--- src/rtl/b_resp_router_pkg.sv ---
// ---------------------------------------------------------------------------
// b_router_pkg
//   Shared definitions for the write-response router and its order queue:
//   AXI BRESP encodings and a constant-evaluable ceil(log2) helper used to
//   size index and occupancy fields from the block parameters.
// ---------------------------------------------------------------------------
package b_router_pkg;

  typedef enum logic [1:0] {
    BRESP_OKAY   = 2'b00,
    BRESP_EXOKAY = 2'b01,
    BRESP_SLVERR = 2'b10,
    BRESP_DECERR = 2'b11
  } bresp_e;

  // Smallest r with (1 << r) >= value; usable in parameter expressions.
  function automatic int clog2(input int value);
    int r;
    r = 0;
    while ((1 << r) < value) r++;
    return r;
  endfunction

endpackage

--- src/rtl/b_resp_router_if.sv ---
// ---------------------------------------------------------------------------
// b_resp_router_if
//   B-channel bundle between N_SLV slave ports and one master port.
//   Slave fields are flattened: slave k occupies [k*W +: W] of each vector.
//
//   modport master : used by the router (samples slave B channels and
//                    m_bready, drives s_bready and the master B channel)
//   modport slave  : used by the surrounding fabric / environment
// ---------------------------------------------------------------------------
interface b_resp_router_if #(
  parameter int N_SLV  = 5,
  parameter int SID_W  = 6,
  parameter int MID_W  = 2,
  parameter int USER_W = 6
);

  logic [N_SLV*SID_W-1:0]  s_bid;
  logic [N_SLV*2-1:0]      s_bresp;
  logic [N_SLV*USER_W-1:0] s_buser;
  logic [N_SLV-1:0]        s_bvalid;
  logic [N_SLV-1:0]        s_bready;

  logic [MID_W-1:0]        m_bid;
  logic [1:0]              m_bresp;
  logic [USER_W-1:0]       m_buser;
  logic                    m_bvalid;
  logic                    m_bready;

  modport master (
    input  s_bid, s_bresp, s_buser, s_bvalid, m_bready,
    output s_bready, m_bid, m_bresp, m_buser, m_bvalid
  );

  modport slave (
    output s_bid, s_bresp, s_buser, s_bvalid, m_bready,
    input  s_bready, m_bid, m_bresp, m_buser, m_bvalid
  );

endinterface

--- src/rtl/b_resp_router_ord_fifo.sv ---
// ---------------------------------------------------------------------------
// b_ord_fifo
//   Small synchronous FIFO holding the slave index of each accepted write,
//   in issue order. The head entry is presented combinationally on o_data.
//
//   clk, reset : clock, asynchronous active-high reset
//   i_push     : write i_data (ignored when full, unless popping this cycle)
//   i_data     : entry to write
//   i_pop      : remove head entry (ignored when empty)
//   o_data     : head entry
//   o_full     : occupancy == DEPTH
//   o_empty    : occupancy == 0
//   o_count    : occupancy
// ---------------------------------------------------------------------------
module b_ord_fifo
  import b_router_pkg::*;
#(
  parameter  int WIDTH = 3,
  parameter  int DEPTH = 4,
  localparam int AW    = clog2(DEPTH),
  localparam int CW    = clog2(DEPTH + 1)
) (
  input  logic             clk,
  input  logic             reset,
  input  logic             i_push,
  input  logic [WIDTH-1:0] i_data,
  input  logic             i_pop,
  output logic [WIDTH-1:0] o_data,
  output logic             o_full,
  output logic             o_empty,
  output logic [CW-1:0]    o_count
);

  logic [WIDTH-1:0] r_mem [DEPTH];
  logic [AW-1:0]    r_wr_ptr;
  logic [AW-1:0]    r_rd_ptr;
  logic [CW-1:0]    r_count;
  logic             w_do_push;
  logic             w_do_pop;

  assign o_full  = (r_count == CW'(DEPTH));
  assign o_empty = (r_count == '0);
  assign o_count = r_count;
  assign o_data  = r_mem[r_rd_ptr];

  // A push at full is still taken when the head leaves in the same cycle:
  // the freed slot is the one being written, so occupancy stays at DEPTH.
  assign w_do_pop  = i_pop & ~o_empty;
  assign w_do_push = i_push & (~o_full | w_do_pop);

  // NOTE: the storage array has no reset -- only pointers and count define
  // which entries are live, so stale contents are never observed.
  always_ff @(posedge clk) begin
    if (w_do_push) r_mem[r_wr_ptr] <= i_data;
  end

  // NOTE: every clocked block uses non-blocking assignments so all registers
  // update from the same pre-edge values regardless of statement order.
  always_ff @(posedge clk or posedge reset) begin
    if (reset) begin
      r_wr_ptr <= '0;
      r_rd_ptr <= '0;
      r_count  <= '0;
    end else begin
      // DEPTH is a power of two, so natural pointer overflow is the wrap.
      if (w_do_push) r_wr_ptr <= r_wr_ptr + AW'(1);
      if (w_do_pop)  r_rd_ptr <= r_rd_ptr + AW'(1);
      case ({w_do_push, w_do_pop})
        2'b10:   r_count <= r_count + CW'(1);
        2'b01:   r_count <= r_count - CW'(1);
        default: r_count <= r_count;
      endcase
    end
  end

endmodule

--- src/rtl/b_resp_router.sv ---
// ---------------------------------------------------------------------------
// b_resp_router
//   Returns AXI write responses from N_SLV slaves to one master in the order
//   the writes were issued. The address side pushes the target slave index
//   of every accepted AW; the head index picks which slave's B channel may
//   hand over its response. Indices >= N_SLV mark writes that hit no slave
//   and produce a local DECERR without touching any slave. The master B
//   channel is a single registered stage that sustains one response/cycle.
//
//   clk, reset : clock, asynchronous active-high reset
//   ord_push   : push ord_slv into the order queue
//   ord_slv    : slave index of the accepted AW
//   ord_full   : order queue full
//   ord_count  : order queue occupancy
//   ord_ovf    : sticky, a push arrived while full and could not be taken
//   b_hold     : when high, no response is taken from the slaves
//   bus        : slave B channels in, master B channel out (master modport)
// ---------------------------------------------------------------------------
module b_resp_router
  import b_router_pkg::*;
#(
  parameter  int N_SLV     = 5,
  parameter  int SID_W     = 6,
  parameter  int MID_W     = 2,
  parameter  int USER_W    = 6,
  parameter  int ORD_DEPTH = 4,
  localparam int SEL_W     = clog2(N_SLV + 1),
  localparam int CNT_W     = clog2(ORD_DEPTH + 1)
) (
  input  logic               clk,
  input  logic               reset,
  input  logic               ord_push,
  input  logic [SEL_W-1:0]   ord_slv,
  output logic               ord_full,
  output logic [CNT_W-1:0]   ord_count,
  output logic               ord_ovf,
  input  logic               b_hold,
  b_resp_router_if.master    bus
);

  logic [SEL_W-1:0]  w_head;
  logic              w_empty;
  logic              w_head_in_range;
  logic              w_out_free;
  logic              w_cap;
  logic              w_sel_bvalid;
  logic [SID_W-1:0]  w_sel_bid;
  logic [1:0]        w_sel_bresp;
  logic [USER_W-1:0] w_sel_buser;
  logic [N_SLV-1:0]  w_bready;
  logic              w_unused_bid;

  logic              r_bvalid;
  logic [MID_W-1:0]  r_bid;
  logic [1:0]        r_bresp;
  logic [USER_W-1:0] r_buser;
  logic              r_ovf;

  b_ord_fifo #(
    .WIDTH (SEL_W),
    .DEPTH (ORD_DEPTH)
  ) u_ord_fifo (
    .clk     (clk),
    .reset   (reset),
    .i_push  (ord_push),
    .i_data  (ord_slv),
    .i_pop   (w_cap),
    .o_data  (w_head),
    .o_full  (ord_full),
    .o_empty (w_empty),
    .o_count (ord_count)
  );

  assign w_head_in_range = (w_head < SEL_W'(N_SLV));

  // Mux the head slave's B channel. Out-of-range heads select nothing.
  // NOTE: each combinational output gets a default before any conditional
  // assignment, so no path leaves it unassigned and no latch is inferred.
  always_comb begin
    w_sel_bvalid = 1'b0;
    w_sel_bid    = '0;
    w_sel_bresp  = BRESP_OKAY;
    w_sel_buser  = '0;
    for (int k = 0; k < N_SLV; k++) begin
      if (w_head == SEL_W'(k)) begin
        w_sel_bvalid = bus.s_bvalid[k];
        w_sel_bid    = bus.s_bid[k*SID_W +: SID_W];
        w_sel_bresp  = bus.s_bresp[k*2 +: 2];
        w_sel_buser  = bus.s_buser[k*USER_W +: USER_W];
      end
    end
  end

  // The master side only carries the low MID_W bits of the slave BID.
  assign w_unused_bid = ^w_sel_bid;

  // Output stage can accept a new response if empty or being drained now.
  assign w_out_free = ~r_bvalid | bus.m_bready;

  // A decode-error head needs no slave response, so it captures as soon as
  // the output stage is free.
  assign w_cap = ~w_empty & ~b_hold & w_out_free &
                 (w_head_in_range ? w_sel_bvalid : 1'b1);

  always_comb begin
    w_bready = '0;
    for (int k = 0; k < N_SLV; k++) begin
      if (w_cap && (w_head == SEL_W'(k))) w_bready[k] = 1'b1;
    end
  end

  assign bus.s_bready = w_bready;

  // Output register: loads on capture, otherwise holds its payload; valid
  // drops only when the master takes it and nothing replaces it.
  always_ff @(posedge clk or posedge reset) begin
    if (reset) begin
      r_bvalid <= 1'b0;
      r_bid    <= '0;
      r_bresp  <= BRESP_OKAY;
      r_buser  <= '0;
    end else if (w_cap) begin
      r_bvalid <= 1'b1;
      if (w_head_in_range) begin
        r_bid   <= w_sel_bid[MID_W-1:0];
        r_bresp <= w_sel_bresp;
        r_buser <= w_sel_buser;
      end else begin
        r_bid   <= '0;
        r_bresp <= BRESP_DECERR;
        r_buser <= '0;
      end
    end else if (bus.m_bready) begin
      r_bvalid <= 1'b0;
    end
  end

  // Overflow only when the push is actually dropped (no pop frees a slot).
  always_ff @(posedge clk or posedge reset) begin
    if (reset) begin
      r_ovf <= 1'b0;
    end else if (ord_push && ord_full && !w_cap) begin
      r_ovf <= 1'b1;
    end
  end

  assign ord_ovf      = r_ovf;
  assign bus.m_bvalid = r_bvalid;
  assign bus.m_bid    = r_bid;
  assign bus.m_bresp  = r_bresp;
  assign bus.m_buser  = r_buser;

endmodule

--- src/flat_wrapper.sv ---
// flat-port wrapper written by rule: the top's interface ports become plain ports
module b_resp_router_flat import b_router_pkg::*;
#(
  parameter  int N_SLV     = 5,
  parameter  int SID_W     = 6,
  parameter  int MID_W     = 2,
  parameter  int USER_W    = 6,
  parameter  int ORD_DEPTH = 4,
  localparam int SEL_W     = clog2(N_SLV + 1),
  localparam int CNT_W     = clog2(ORD_DEPTH + 1)
)
  (clk, reset, ord_push, ord_slv, ord_full, ord_count, ord_ovf, b_hold, bus_s_bid, bus_s_bresp, bus_s_buser, bus_s_bvalid, bus_m_bready, bus_s_bready, bus_m_bid, bus_m_bresp, bus_m_buser, bus_m_bvalid);
  b_resp_router_if #(.N_SLV(N_SLV), .SID_W(SID_W), .MID_W(MID_W), .USER_W(USER_W)) bus_i ();
  input  logic clk;
  input  logic reset;
  input  logic ord_push;
  input  logic [SEL_W-1:0] ord_slv;
  output logic ord_full;
  output logic [CNT_W-1:0] ord_count;
  output logic ord_ovf;
  input  logic b_hold;
  input wire logic [$bits(bus_i.s_bid)-1:0] bus_s_bid;
  input wire logic [$bits(bus_i.s_bresp)-1:0] bus_s_bresp;
  input wire logic [$bits(bus_i.s_buser)-1:0] bus_s_buser;
  input wire logic [$bits(bus_i.s_bvalid)-1:0] bus_s_bvalid;
  input wire logic [$bits(bus_i.m_bready)-1:0] bus_m_bready;
  output wire logic [$bits(bus_i.s_bready)-1:0] bus_s_bready;
  output wire logic [$bits(bus_i.m_bid)-1:0] bus_m_bid;
  output wire logic [$bits(bus_i.m_bresp)-1:0] bus_m_bresp;
  output wire logic [$bits(bus_i.m_buser)-1:0] bus_m_buser;
  output wire logic [$bits(bus_i.m_bvalid)-1:0] bus_m_bvalid;
  assign bus_i.s_bid = bus_s_bid;
  assign bus_i.s_bresp = bus_s_bresp;
  assign bus_i.s_buser = bus_s_buser;
  assign bus_i.s_bvalid = bus_s_bvalid;
  assign bus_i.m_bready = bus_m_bready;
  assign bus_s_bready = bus_i.s_bready;
  assign bus_m_bid = bus_i.m_bid;
  assign bus_m_bresp = bus_i.m_bresp;
  assign bus_m_buser = bus_i.m_buser;
  assign bus_m_bvalid = bus_i.m_bvalid;
  b_resp_router #(.N_SLV(N_SLV), .SID_W(SID_W), .MID_W(MID_W), .USER_W(USER_W), .ORD_DEPTH(ORD_DEPTH)) u_core (.clk(clk), .reset(reset), .ord_push(ord_push), .ord_slv(ord_slv), .ord_full(ord_full), .ord_count(ord_count), .ord_ovf(ord_ovf), .b_hold(b_hold), .bus(bus_i));
endmodule
--- config.mk ---
export PLATFORM = sky130hd
export DESIGN_NAME = b_resp_router_flat
export DESIGN_NICKNAME = d
export VERILOG_FILES = /design/src/rtl/b_resp_router_pkg.sv /design/src/rtl/b_resp_router_if.sv /design/src/rtl/b_resp_router_ord_fifo.sv /design/src/rtl/b_resp_router.sv /design/src/flat_wrapper.sv
export SDC_FILE = /design/constraint.sdc
export NUM_CORES = 1
export LEC_CHECK = 0
export CORE_ASPECT_RATIO = 1.25
export CORE_MARGIN = 1.5
export CORE_UTILIZATION = 39
export DETAILED_ROUTE_END_ITERATION = 12
export GPL_ROUTABILITY_DRIVEN = 0
export MAX_ROUTING_LAYER = met4
export PLACE_DENSITY = 0.89
export SLEW_MARGIN = 10
export SYNTH_ARGS = -nofsm -noshare
export SYNTH_HDL_FRONTEND = slang
export SYNTH_HIERARCHICAL = 1
export SYNTH_SLANG_ARGS = --single-unit
--- constraint.sdc ---
create_clock -name clk -period 4.8 [get_ports clk]
set_input_delay 1.2 -clock clk [delete_from_list [all_inputs] [get_ports clk]]
set_output_delay 1.2 -clock clk [all_outputs]
set_load 0.01 [all_outputs]
==> reports/qor.yml, run 1 <==
placed_design:
  dpl.cell_count: 300
  placed_cell_area_um2: 2750
  io_buffers: 83
  dp_hpwl_um: 3890
  dp_slack_ps: 328
logic_synthesis:
  syn_area_per_cell_um2: 11.3
  async_flop_share_pct: 61.3
  yosys-top-cells-area: "dfrtp_1, edfxtp_1, a211oi_1, mux2i_1, mux4_2"
  synth_seq_area_share_pct: 44.4
  synth_edf_count: 12
  synth_cell_types: 42
  mappedNetlistArea_um2: 1880
  synth_flop_cell: "dfrtp_1"
  synth_top_area_share_pct: 25.3
  ys_warn_count: 6
  synth_top_cell_by_area: "dfrtp_1"
  ys_ff_latch: 31
  synth_cells: 166
  synth_nets: 255
clock_network:
  htreeDepth: 2
  cts_inserted_buffers: 5
  post_cts_buffers: 0
  insertion_delay_ps: 290
  clockRootBuffer: "clkbuf_8"
  hold_buffers: 0
  path_clk_slew_ps: 60
  ctsResizeCount: 0
  cts_tree: "built"
  clockBufferDepth: 2
  cts_num_sinks: 31
critical_path:
  worstPathRequired_ps: 3600
  r2r_setup_slack_ps: 1090
  worst-setup-path-type: "primary input to output pin"
  startpoint_type: "primary input"
  arrival_ps: 3270
  endpoint_kind: "output pin"
  path_max_fanout: 5
finish:
  finalCoreUtilization_pct: 60.3
  nFillCells: 392
  finish.instance_area_um2: 2830
  final_common_cell: "clkdlybuf4s50_1"
  drive_gt1_share_pct: 12.1
  syn2layout_area_growth_pct: 50.5
  layout.cells.non_filler: 308
  antenna_cells: 0
  final_cell_mix: "clkdlybuf4s50_1, dfrtp_1, a211oi_1"
  nNetsFinal: 336
routing:
  dr.first_iter.drc_count: 72
  drtPass1Iterations: 4
  vias_per_cell: 5.24
  drt_wl_total_um: 4960
  wire_per_inst_um: 16.1
  ant_nets: 0
  vias: 1614
  drc: 0
timing:
  fin_worst_skew_ps: 4.09
  finalCritPeriodShare_pct: 93.2
  rsz0062_at_grt: "false"
  hold_viol: 0
  worst_pin_slew_ps: 506
  maxSlewViolCount: 0
  worst_slack_ps: 327
  slew_headroom_pct: 66.1
  fin_setup_tns_ps: 0
  finalSetupViolCount: 0
  max_freq_mhz: 224
  final.min_clock_period_ps: 4470
  finalHoldWorstSlack_ps: 506
floorplanning:
  die_h_um: 80.7
  rows: 28
  core_um2: 4690
  boundaryPins: 104
  start_util_pct: 40.1
  die_w_um: 65.1
  dieArea_um2: 5250
global_routing:
  grt_pass1_vias: 1715
  grt_pass1_wl_um: 7780
  grt_start_max_net_pins: 26
  grt-ovfl-total: 0
  antenna_found_initial: 0
  track_usage_pct: 20.4
pwr:
  p_sw_uw: 669
  combPwrFrac_pct: 60.7
  p_seq_share_pct: 27.7
  ir_drop_mv: 0.279
  p_per_area_nw_per_um2: 589
  power_mw: 1.67
  power_frac_clock_pct: 11.6
  p_int_uw: 999
  power.leakage_nw: 1.10
  swShare_pct: 40.1
run:
  max_cap_viol_count: 0
worst_hold_path:
  hold_path_class: "flip-flop to flip-flop"
outcome:
  status: "completed"
synth_stat cells, drive strengths merged, types with 4 or more instances:
master,number
nor2,4
and2,6
a221o,6
nand2,10
clkbuf,4
o32a,6
mux2,5
nor3,5
nor2b,9
inv,12
dfrtp,19
a211oi,13
ha,5
buf,8
edfxtp,12
mux2i,9
power by group through the flow:
stage / Clock [mW] / Combinational, mW / Sequential [mW]
4_1_cts: 0.198 / 1.02 / 0.464
5_1_grt: 0.207 / 1.11 / 0.478
2_1_floorplan: 0 / 0.669 / 0.473
6_report: 0.193 / 1.01 / 0.462
3_3_place_gp: 0 / 0.982 / 0.460
3_5_place_dp: 0 / 1.02 / 0.468
area by class of cell:
type                            count  area (um2)  share of cell area (%)
Multi-Input combinational cell    111         940                    33.2
Sequential cell                    31         836                    29.5
Tap cell                           60        75.1                    2.65
Timing Repair Buffer               86         853                    30.1
Inverter                           12        45.0                    1.59
Clock buffer                        5        68.8                    2.43
Clock inverter                      3        15.0                   0.530
layer usage:
| layer | up-vias | wire length, um | GRT usage (%) |
|---|---|---|---|
| li1 | 774 | - | - |
| met1 | 762 | 1870 | 20.7 |
| met2 | 65 | 2530 | 36.3 |
| met3 | 13 | 410 | 5.88 |
| met4 | 0 | 154 | 9.17 |
| met5 | - | 0 | - |
state kept, by name (all words and copies together), names as in the netlist, 2 cells and up:
signal                      flops
u_core/u_ord_fifo/r_wr_ptr      2
u_core/u_ord_fifo/o_count       3
u_core/u_ord_fifo/r_mem        12
u_core/u_ord_fifo/r_rd_ptr      2
u_core/bus.m_bresp              2
u_core/bus.m_bid                2
u_core/bus.m_buser              6
final timing paths:
path / to / from / depth (start not counted)
max: bus_s_bready[1] / bus_m_bready / 6
min: u_core/bus.m_bid[1] / u_core/bus.m_bid[1] / 1
max reg2reg: u_core/u_ord_fifo/o_count[2] / u_core/u_ord_fifo/r_rd_ptr[0] / 14
min reg2reg: u_core/bus.m_bid[1] / u_core/bus.m_bid[1] / 1
max in group asynchronous: u_core/bus.m_bid[1] / reset / 2
min in group asynchronous: u_core/u_ord_fifo/r_rd_ptr[1] / reset / 2
cell families after synthesis:
logic type / after synthesis / synth area share [%]
buf+inv: 24 / 5.65
simple gates: 46 / 15.0
fa+ha+maj: 6 / 4.39
mux: 17 / 11.6
compound gates: 36 / 16.2
xor+xnor: 6 / 2.79
flops: 31 / 44.4
critical path, stage by stage:
cell and delay, ps:
clkdlybuf4s50_1 500, nor2b_4 50, or3_4 360, or3_2 450, nor3_1 140, clkdlybuf4s50_1 570
Note: power is estimated with default switching activity, not from simulation.
==> run 2: changes to the inputs <==
--- a/config.mk
+++ b/config.mk
@@ -7,13 +7,13 @@
 export LEC_CHECK = 0
 export CORE_ASPECT_RATIO = 1.25
 export CORE_MARGIN = 1.5
-export CORE_UTILIZATION = 39
+export CORE_UTILIZATION = 60
 export DETAILED_ROUTE_END_ITERATION = 12
+export DONT_BUFFER_PORTS = 1
 export GPL_ROUTABILITY_DRIVEN = 0
 export MAX_ROUTING_LAYER = met4
-export PLACE_DENSITY = 0.89
+export PLACE_DENSITY = 0.84
 export SLEW_MARGIN = 10
 export SYNTH_ARGS = -nofsm -noshare
 export SYNTH_HDL_FRONTEND = slang
-export SYNTH_HIERARCHICAL = 1
 export SYNTH_SLANG_ARGS = --single-unit
==> run 2 against run 1 <==
Net effect: clock-buffer cell count unchanged; setup slack better by 390 ps; global-route usage up 5.2 points; clock skew up 2.6 ps; clock power down 27%; critical endpoint is now bus_s_bready[3]; largest cell class unchanged; highest routed layer unchanged.
==> reports/qor.yml, run 2 <==
critical_path:
  arrival_ps: 2880
  cp_cell_sequence: "mux4_2 -> mux2i_1 -> mux2i_1 -> o221ai_4 -> nand2b_1 -> nor3_1"
  endpoint_kind: "output pin"
  cp_slowest_stage_delay_ps: 750
  path_max_fanout: 17
  worstPathRequired_ps: 3600
  timing.critical_path.slowest_stage_cell: "mux4_2"
  cpMostUsedCell: "mux2i_1"
  worst-setup-path-type: "flip-flop to output pin"
  startpoint_type: "flip-flop"
logic_synthesis:
  ys_ff_latch: 31
  synth_top_cell_by_area: "dfrtp_1"
  synth_common_cells: "dfrtp_1, nand2_1, edfxtp_1"
  synth_cells: 156
  synth_cell_types: 32
  yosys-top-cells-area: "dfrtp_1, edfxtp_1, mux4_2, mux2i_1, nand2_1"
  synth_edf_count: 12
  ys_warn_count: 0
  mappedNetlistArea_um2: 1840
  async_flop_share_pct: 61.3
  synth_top_area_share_pct: 25.9
  synth_flop_cell: "dfrtp_1"
  syn_area_per_cell_um2: 11.8
  synth_nets: 244
  synth_seq_area_share_pct: 45.5
clock_network:
  hold_buffers: 0
  cts_tree: "built"
  htreeDepth: 2
  cts_inserted_buffers: 5
  cts_num_sinks: 31
  clockBufferDepth: 2
  clockRootBuffer: "clkbuf_4"
  ctsResizeCount: 0
  post_cts_buffers: 0
  insertion_delay_ps: 330
  path_clk_slew_ps: 90
global_routing:
  antenna_found_initial: 1
  grt_pass1_wl_um: 5890
  grt_pass1_vias: 1278
  grt_start_max_net_pins: 35
  track_usage_pct: 25.6
  grt-ovfl-total: 0
floorplanning:
  boundaryPins: 104
  die_w_um: 52.5
  start_util_pct: 63.0
  rows: 22
  dieArea_um2: 3400
  core_um2: 2920
  die_h_um: 64.9
finish:
  multiInputGateArea_um2: 902
  final_cell_mix: "nand2_1, dfrtp_1, edfxtp_1"
  nNetsFinal: 243
  finalCoreUtilization_pct: 64.4
  largest-register: "u_core.u_ord_fifo.r_mem"
  largest_reg_flops: 12
  drive_gt1_share_pct: 16.7
  syn2layout_area_growth_pct: 2.32
  seq_area_um2: 836
  nFillCells: 239
pwr:
  ir_drop_mv: 0.396
  power_mw: 1.31
  p_per_area_nw_per_um2: 696
  power.leakage_nw: 0.752
run:
  max_cap_viol_count: 0
routing:
  drtPass1Iterations: 4
  drt_wl_total_um: 4020
  drc: 0
  vias_per_cell: 6.52
  dr.first_iter.drc_count: 88
  ant_nets: 0
  vias: 1259
  wire_per_inst_um: 20.8
timing:
  max_freq_mhz: 245
  maxSlewViolCount: 0
  fin_worst_skew_ps: 6.70
  worst_pin_slew_ps: 709
  finalCritPeriodShare_pct: 85.1
  finalSetupViolCount: 0
  slew_headroom_pct: 52.7
  fin_setup_tns_ps: 0
  hold_viol: 0
  final.min_clock_period_ps: 4080
  rsz0062_at_grt: "false"
placed_design:
  dp_hpwl_um: 3290
  io_buffers: 0
outcome:
  status: "completed"
worst_hold_path:
  hold_path_class: "flip-flop to flip-flop"
-- run 2: cell types whose count changed after synthesis, sizes merged, moves of 5 or more --
cell    change
a211oi     -11
a221o       -6
a22oi       +8
mux4        +7
nand2       +9
nor2b       -5
o21ai      +11
o32a        -6
-- run 2: worst paths after layout --
| kind | cells past startpoint | start | end | slack, ps |
|---|---|---|---|---|
| setup / recovery | 6 | u_core.u_ord_fifo.r_rd_ptr[0] | bus_s_bready[3] | 720 |
| setup reg to reg | 9 | u_core.u_ord_fifo.r_rd_ptr[0] | u_core.u_ord_fifo.o_count[1] | 1450 |
| min in group asynchronous | 1 | reset | u_core.u_ord_fifo.o_count[0] | 860 |
| hold / removal | 1 | u_core.ord_ovf | u_core.ord_ovf | 560 |
| max in group asynchronous | 1 | reset | u_core.bus.m_buser[4] | 3490 |
| hold reg to reg | 1 | u_core.ord_ovf | u_core.ord_ovf | 560 |
-- run 2: layout make-up --
cell class / instances / share of cell area, %
clock buffers: 5 / 2.00
repair buffers: 1 / 0.399
inverters: 9 / 1.80
well taps: 36 / 2.40
clock inverters: 3 / 0.799
diodes: 1 / 0.133
multi-input cells: 107 / 48.0
flip-flops and latches: 31 / 44.5
-- run 2: logic make-up (layout without fill, tap and decap cells) --
logic type,count (synthesis),after routing,share of synthesized area (%)
buf+inv,18,18,5.38
compound gates,32,32,12.7
mux,22,22,19.0
flops,31,31,45.5
simple gates,43,43,11.2
fa+ha+maj,5,5,3.81
xor+xnor,5,5,2.38
other cells,0,1,0
-- run 2: worst max-delay path: cells and delay by family, from the launching register on --
kind	cells	cell delay [ps]
compound gates	1	130
simple gates	2	610
mux	3	1260
flops	1	540
-- run 2: where the power goes --
part / internal, mW / total [mW] / switching (mW)
clock: 0.0535 / 0.140 / 0.0861
combinational: 0.305 / 0.679 / 0.374
sequential: 0.374 / 0.489 / 0.114
-- run 2: per-layer routing --
metal | wire length [um] | GRT usage, %
met2 | 2040 | 43.3
met4 | 219 | 14.4
met3 | 416 | 10.1
met1 | 1340 | 24.0
met5 | 0 | -
-- run 2: stage by stage --
step	instance area (um2)	instances	hold WS, ps	worst slack [ps]
after floorplan	1840	156	511	1410
after global routing	1880	193	590	574
after detailed placement	1820	184	539	1080
after CTS	1880	192	569	701
final	1880	193	563	717
after global placement	1820	184	535	1190
==> run 3: changes to the inputs <==
--- a/config.mk
+++ b/config.mk
@@ -5,6 +5,7 @@
 export SDC_FILE = /design/constraint.sdc
 export NUM_CORES = 1
 export LEC_CHECK = 0
+export ABC_CLOCK_PERIOD_IN_PS = 4800
 export CORE_ASPECT_RATIO = 1.25
 export CORE_MARGIN = 1.5
 export CORE_UTILIZATION = 60
==> results of run 3 <==
Final layout, timing and power as in run 2 (identical DEF).
